## config.mk

```make
export PLATFORM = sky130hd
export DESIGN_NAME = sonar_scan_sequencer
export DESIGN_NICKNAME = d
export VERILOG_FILES = /design/src/rtl/sonar_scan_sequencer.sv
export SDC_FILE = /design/constraint.sdc
export NUM_CORES = 1
export LEC_CHECK = 0
export ABC_AREA = 1
export CORE_ASPECT_RATIO = 1.2
export CORE_MARGIN = 2
export CORE_UTILIZATION = 55
export CTS_CLUSTER_DIAMETER = 50
export CTS_CLUSTER_SIZE = 10
export DETAILED_ROUTE_END_ITERATION = 7
export HOLD_SLACK_MARGIN = 0.08
export PLACE_DENSITY = 0.81
export SETUP_SLACK_MARGIN = 0.1
export SLEW_MARGIN = 20
export SYNTH_ARGS = -nofsm -noshare
export SYNTH_HDL_FRONTEND = slang
export SYNTH_SLANG_ARGS = --single-unit
```

## constraint.sdc

```tcl
create_clock -name clock -period 10.6 [get_ports clock]
set_clock_uncertainty 0.2 [all_clocks]
set_input_delay 2.12 -clock clock [delete_from_list [all_inputs] [get_ports clock]]
set_output_delay 2.12 -clock clock [all_outputs]
set_load 0.05 [all_outputs]
```

## src/rtl/sonar_scan_sequencer.sv

```systemverilog
// Steps one shared ultrasound ranging unit across five sensor slots and reports the nearest echo.
// Optional: define SONAR_BIDIR_SWEEP_EN to alternate the sweep direction on every completed scan.
module sonar_scan_sequencer #(
   parameter int unsigned TIMEOUT_CYCLES = 1620000,
   parameter int unsigned SETTLE_CYCLES  = 270000,
   parameter logic [7:0]  NO_ECHO_DIST   = 8'hFF
) (
   input  logic        clock,
   input  logic        reset_n,
   input  logic        scan_start,
   input  logic        scan_abort,
   input  logic        continuous,
   output logic        range_start,
   output logic [2:0]  range_sel,
   input  logic        range_done,
   input  logic [7:0]  range_value,
   output logic [39:0] slot_dists,
   output logic [4:0]  timeout_flags,
   output logic [2:0]  min_index,
   output logic [7:0]  min_dist,
   output logic        result_valid,
   output logic        busy
);

   localparam int unsigned CNT_MAX = (TIMEOUT_CYCLES > SETTLE_CYCLES) ? TIMEOUT_CYCLES : SETTLE_CYCLES;
   localparam int CNT_W = (CNT_MAX > 2) ? $clog2(CNT_MAX) : 1;
   localparam logic [CNT_W-1:0] TIMEOUT_LAST = CNT_W'(TIMEOUT_CYCLES - 1);
   localparam logic [CNT_W-1:0] SETTLE_LAST  = CNT_W'(SETTLE_CYCLES - 1);

   typedef enum logic [2:0] {
      ST_IDLE,
      ST_FIRE,
      ST_WAIT,
      ST_SETTLE,
      ST_COMPARE,
      ST_REPORT
   } state_t;

   state_t           state, state_next;
   logic [2:0]       slot, slot_next;
   logic [CNT_W-1:0] timer, timer_next;
   logic             store_en;
   logic [7:0]       store_val;
   logic             set_flag;
   logic             clear_flags;
   logic             load_min;
   logic [2:0]       first_slot, last_slot, next_slot;
   logic [2:0]       best_index;
   logic [7:0]       best_dist;

`ifdef SONAR_BIDIR_SWEEP_EN
   logic sweep_down;

   // Direction flips only when a scan actually reaches REPORT, so aborted scans keep it.
   always_ff @(posedge clock or negedge reset_n) begin
      if (!reset_n) begin
         sweep_down <= 1'b0;
      end else if (state == ST_COMPARE && state_next == ST_REPORT) begin
         sweep_down <= ~sweep_down;
      end
   end

   assign first_slot = sweep_down ? 3'd5 : 3'd1;
   assign last_slot  = sweep_down ? 3'd1 : 3'd5;
   assign next_slot  = sweep_down ? slot - 3'd1 : slot + 3'd1;
`else
   assign first_slot = 3'd1;
   assign last_slot  = 3'd5;
   assign next_slot  = slot + 3'd1;
`endif

   always_comb begin
      state_next  = state;
      slot_next   = slot;
      timer_next  = timer;
      store_en    = 1'b0;
      store_val   = range_value;
      set_flag    = 1'b0;
      clear_flags = 1'b0;
      load_min    = 1'b0;
      case (state)
         ST_IDLE: begin
            if (scan_start || continuous) begin
               state_next  = ST_FIRE;
               slot_next   = first_slot;
               clear_flags = 1'b1;
            end
         end
         ST_FIRE: begin
            state_next = ST_WAIT;
            timer_next = '0;
         end
         ST_WAIT: begin
            // An echo arriving on the timeout cycle still counts as a real measurement.
            if (range_done) begin
               store_en   = 1'b1;
               state_next = ST_SETTLE;
               timer_next = '0;
            end else if (timer == TIMEOUT_LAST) begin
               store_en   = 1'b1;
               store_val  = NO_ECHO_DIST;
               set_flag   = 1'b1;
               state_next = ST_SETTLE;
               timer_next = '0;
            end else begin
               timer_next = timer + 1'b1;
            end
         end
         ST_SETTLE: begin
            if (timer == SETTLE_LAST) begin
               timer_next = '0;
               if (slot == last_slot) begin
                  state_next = ST_COMPARE;
               end else begin
                  slot_next  = next_slot;
                  state_next = ST_FIRE;
               end
            end else begin
               timer_next = timer + 1'b1;
            end
         end
         ST_COMPARE: begin
            load_min   = 1'b1;
            state_next = ST_REPORT;
         end
         ST_REPORT: begin
            if (continuous) begin
               state_next  = ST_FIRE;
               slot_next   = first_slot;
               clear_flags = 1'b1;
            end else begin
               state_next = ST_IDLE;
            end
         end
         default: state_next = ST_IDLE;
      endcase
      if (scan_abort) begin
         state_next  = ST_IDLE;
         slot_next   = slot;
         timer_next  = '0;
         store_en    = 1'b0;
         set_flag    = 1'b0;
         clear_flags = 1'b0;
         load_min    = 1'b0;
      end
   end

   // Strict less-than keeps the lowest slot on ties and yields slot 1 when all timed out.
   always_comb begin
      best_dist  = slot_dists[7:0];
      best_index = 3'd1;
      for (int k = 1; k < 5; k++) begin
         if (slot_dists[k*8 +: 8] < best_dist) begin
            best_dist  = slot_dists[k*8 +: 8];
            best_index = 3'(k + 1);
         end
      end
   end

   always_ff @(posedge clock or negedge reset_n) begin
      if (!reset_n) begin
         state         <= ST_IDLE;
         slot          <= 3'd0;
         timer         <= '0;
         slot_dists    <= '0;
         timeout_flags <= '0;
         min_index     <= 3'd0;
         min_dist      <= 8'd0;
      end else begin
         state <= state_next;
         slot  <= slot_next;
         timer <= timer_next;
         if (clear_flags) begin
            timeout_flags <= '0;
         end
         for (int k = 0; k < 5; k++) begin
            if (store_en && slot == 3'(k + 1)) begin
               slot_dists[k*8 +: 8] <= store_val;
               if (set_flag) begin
                  timeout_flags[k] <= 1'b1;
               end
            end
         end
         if (load_min) begin
            min_index <= best_index;
            min_dist  <= best_dist;
         end
      end
   end

   assign range_start  = (state == ST_FIRE);
   assign range_sel    = (state == ST_IDLE) ? 3'd0 : slot;
   assign result_valid = (state == ST_REPORT);
   assign busy         = (state != ST_IDLE);

endmodule

```

==> run summary <==
leakage power total = 0.002844 uW
number of synthesized flops with an enable pin = 0
Crit Path Category = register to register
maximum vdd ir drop = 0.1704 mV
startpoint type of the worst setup path = register
r2r endpoint = min_dist[1]$_DFFE_PN0P_
CP Data Arrival Time = 6.31 ns
vias in the first global route = 4559
ratio of total power to cell area = 291.7 nW/um^2
Die Width = 89.92 microns
synthesized netlist cell count = 654
start point of the worst min-delay path = min_dist[3]$_DFFE_PN0P_
Clk Tree Root Cell = sky130_fd_sc_hd__clkbuf_8
Final Core Density = 0.6935
maximum number of pins on one net before global-route repair = 84
Synth Net Count = 699
predominant post-synthesis flop cell = sky130_fd_sc_hd__dfrtp_1
mux contribution to synthesized area = 0
routed vias/inst = 5.548
1st-pass router iterations = 4
Worst-path clk slew = 0.09 ns
clock insertion delay at the later pin of the skew report = 0.36 ns
Boundary Pins = 76
fraction of synthesized cell area in xor and xnor cells = 0.003595
status = complete, no violations
final setup fails = 0
maximum number of buffers from clock root to sink = 2
vias after detailed routing = 4721
Hold WS = 0.2848 ns
remaining routing DRC violations = 0
max-slew violation total from the final report = 0
Crit. End Element = register
CTS H-tree depth = 3
Slew @ Worst Pin = 0.9514 ns
post-synth cell types = 34
synthesis-to-finish area growth = 22.57%
buffers inserted during post-CTS setup optimization = 0
Worst R2R Path Depth = 26
fraction of the cycle the final worst path needs = 0.5868
routed wirelength normalized by instance count = 15.11 microns
netlist area before placement = 4872 sq um
global-route wire length before repair = 21330 microns
number of buffers created by CTS = 9
RSZ-0062 raised after global routing = no
count of warnings emitted by yosys = 0
path category of the worst min-delay check = register to register
Num Clock Sinks = 83
total routing usage reported by global routing = 0.2749
dpl ws = 4.449 ns
post-DP HPWL = 9690 microns
Min Clock Period, post-route = 6.221 ns
Routed Antenna Nets = 0
achievable clock frequency = 0.1608 GHz
adder-cell share of the synthesized area = 0.07961
slack of the worst reg-to-reg path = 4.38 ns
endpoint required time on the critical path = 10.68 ns
async set-or-reset flop fraction in the synthesized netlist = 1.000
max_cap viols = 0
TritonCTS clock tree = built
number of synthesized register bits = 83
number of antenna violations at the first check in global routing = 0
Worst R2R Start = slot_dists[5]$_DFFE_PN0P_
dominant combinational cell family by area after synthesis = simple AND/OR/NAND/NOR gates
worst hold path cell count = 2
accumulated negative setup slack = 0 ns
average footprint of a synthesized cell = 7.450 sq um
number of instances resized during post-cts repair = 0
I/O Buffers = 75
post-route cell area = 5972 sq um
Initial Utilization = 0.5658
Die Outline Area = 9631 sq um
Post-layout nets = 774
total routed wirelength = 12860 microns
sequential share of the synthesized area = 0.4263
grt ovf = 0
antenna diode instance count = 0
area of the core = 8611 sq um
Worst Hold Path EP = min_dist[3]$_DFFE_PN0P_
standard-cell row count = 37
Placer Congestion = 0.9004
Compound-Gate Fraction of Synth Area = 0.1133
cell area after placement = 5720 sq um
initial DRC count = 318
height of the die = 107.1 microns
final worst slack = 4.379 ns
share of layout cells above drive strength 1 = 0.05450
worst slew slack as a fraction of its limit = 0.3634
CTS Hold Buffers Added = 0
maximum fanout count along the critical path = 18
number of hold violations in the final report = 0
area share of and/or/nand/nor cells after synthesis = 0.3030
[flip-flops by register name, summed over array words and instances, names as in the netlist]
name / count
min_dist: 8
min_index: 3
slot: 3
slot_dists: 40
state: 3
timeout_flags: 5
timer: 21
[synth_stat cells (all sizes together) (4+ instances only)]
master,instances,area share
clkbuf,9,0.0069
nand4,9,0.012
or2,8,0.010
o22ai,4,0.0051
ha,31,0.080
dfrtp,83,0.43
nand3,43,0.044
a21oi,19,0.020
nor4,4,0.0051
o21ai,59,0.061
nor2,44,0.034
inv,79,0.061
nand2,215,0.17
nor3,21,0.022
a31oi,4,0.0051
[logic make-up after synthesis]
family / after synthesis
adder cells (fa/ha/maj): 31
AO/OA/AOI/OAI: 99
XOR/XNOR: 2
AND/OR/NAND/NOR: 345
flip-flops: 83
buffers and inverters: 94
[critical path, stage by stage, from the launching register on]
cell and delay [ns]:
sky130_fd_sc_hd__dfrtp_1 0.36, sky130_fd_sc_hd__inv_1 0.07, sky130_fd_sc_hd__ha_1 0.31, sky130_fd_sc_hd__a21oi_1 0.17
sky130_fd_sc_hd__o21a_2 0.22, sky130_fd_sc_hd__nand2_4 0.12, sky130_fd_sc_hd__o21ai_0 0.26, sky130_fd_sc_hd__ha_1 0.30
sky130_fd_sc_hd__a21oi_1 0.15, sky130_fd_sc_hd__nor2_1 0.06, sky130_fd_sc_hd__a211oi_1 0.36, sky130_fd_sc_hd__nand2_2 0.27
sky130_fd_sc_hd__o21ai_0 0.32, sky130_fd_sc_hd__ha_1 0.30, sky130_fd_sc_hd__a21oi_1 0.14, sky130_fd_sc_hd__nor2_1 0.05
sky130_fd_sc_hd__a211oi_1 0.32, sky130_fd_sc_hd__nand2_2 0.27, sky130_fd_sc_hd__o21ai_0 0.38, sky130_fd_sc_hd__ha_1 0.32
sky130_fd_sc_hd__a21oi_1 0.14, sky130_fd_sc_hd__nor2_1 0.06, sky130_fd_sc_hd__a211oi_2 0.47, sky130_fd_sc_hd__nand2_2 0.27
sky130_fd_sc_hd__nand2_1 0.11, sky130_fd_sc_hd__nand3_1 0.06, sky130_fd_sc_hd__nand2_1 0.09
[worst max path at each step]
| stage | start | slack, ns | cells past startpoint | end |
|---|---|---|---|---|
| finish | slot_dists[5]$_DFFE_PN0P_ | 4.38 | 26 | min_dist[1]$_DFFE_PN0P_ |
| global route | slot_dists[5]$_DFFE_PN0P_ | 3.65 | 26 | min_dist[1]$_DFFE_PN0P_ |
| detailed placement | slot_dists[5]$_DFFE_PN0P_ | 4.45 | 26 | min_dist[5]$_DFFE_PN0P_ |
| global placement | slot_dists[5]$_DFFE_PN0P_ | 4.71 | 26 | min_dist[0]$_DFFE_PN0P_ |
| floorplan | slot_dists[7]$_DFFE_PN0P_ | 4.66 | 33 | min_dist[2]$_DFFE_PN0P_ |
| CTS | slot_dists[5]$_DFFE_PN0P_ | 4.42 | 26 | min_dist[1]$_DFFE_PN0P_ |
[final cells by class]
cell class	instances	area, sq um
well taps	117	146.4
inverters	82	307.8
clock buffers	12	145.1
repair buffers	76	759.5
multi-input cells	477	2439
flip-flops and latches	83	2077
fillers	725	2639
clock inverters	4	97.59
[stage by stage]
step                      total power [uW]  instances
after global placement                1410        835
after detailed placement              1457        835
after global routing                  1896        851
after CTS                             1737        851
after floorplan                       1219        654
final                                 1742        851
[cells in the final DEF, fill, tap and decap left out, types with 3 or more instances in the layout]
master,synthesis,routed
sky130_fd_sc_hd__dfrtp_1,83,83
sky130_fd_sc_hd__bufinv_16,0,3
sky130_fd_sc_hd__nand2_1,203,203
sky130_fd_sc_hd__nor2_1,44,44
sky130_fd_sc_hd__nor3_1,21,20
sky130_fd_sc_hd__nor4_1,4,4
sky130_fd_sc_hd__a31oi_1,4,4
sky130_fd_sc_hd__ha_1,31,31
sky130_fd_sc_hd__o22ai_1,4,4
sky130_fd_sc_hd__clkinv_1,3,3
sky130_fd_sc_hd__a21oi_1,19,19
sky130_fd_sc_hd__nand3_1,43,43
sky130_fd_sc_hd__clkdlybuf4s50_1,0,74
sky130_fd_sc_hd__o21ai_0,59,59
sky130_fd_sc_hd__nand2_4,3,3
sky130_fd_sc_hd__clkbuf_8,0,10
sky130_fd_sc_hd__nand4_1,9,9
sky130_fd_sc_hd__nand2_2,9,9
sky130_fd_sc_hd__or2_2,8,8
sky130_fd_sc_hd__inv_1,78,78
[where the power goes]
part | total, uW | leakage (uW) | switching [uW] | internal, uW
clock network | 281 | 0.000117 | 117 | 163
logic | 1070 | 0.00167 | 731 | 338
registers | 392 | 0.00106 | 35.2 | 357
[metal layers]
metal	global-route usage	wire length (microns)	vias up
li1	-	-	2286
met1	0.3284	5324	2227
met2	0.4968	6533	171
met3	0.04146	589	37
met4	0.1165	415	0
met5	0	0	-
No activity file was read; power rests on OpenSTA's default activity.
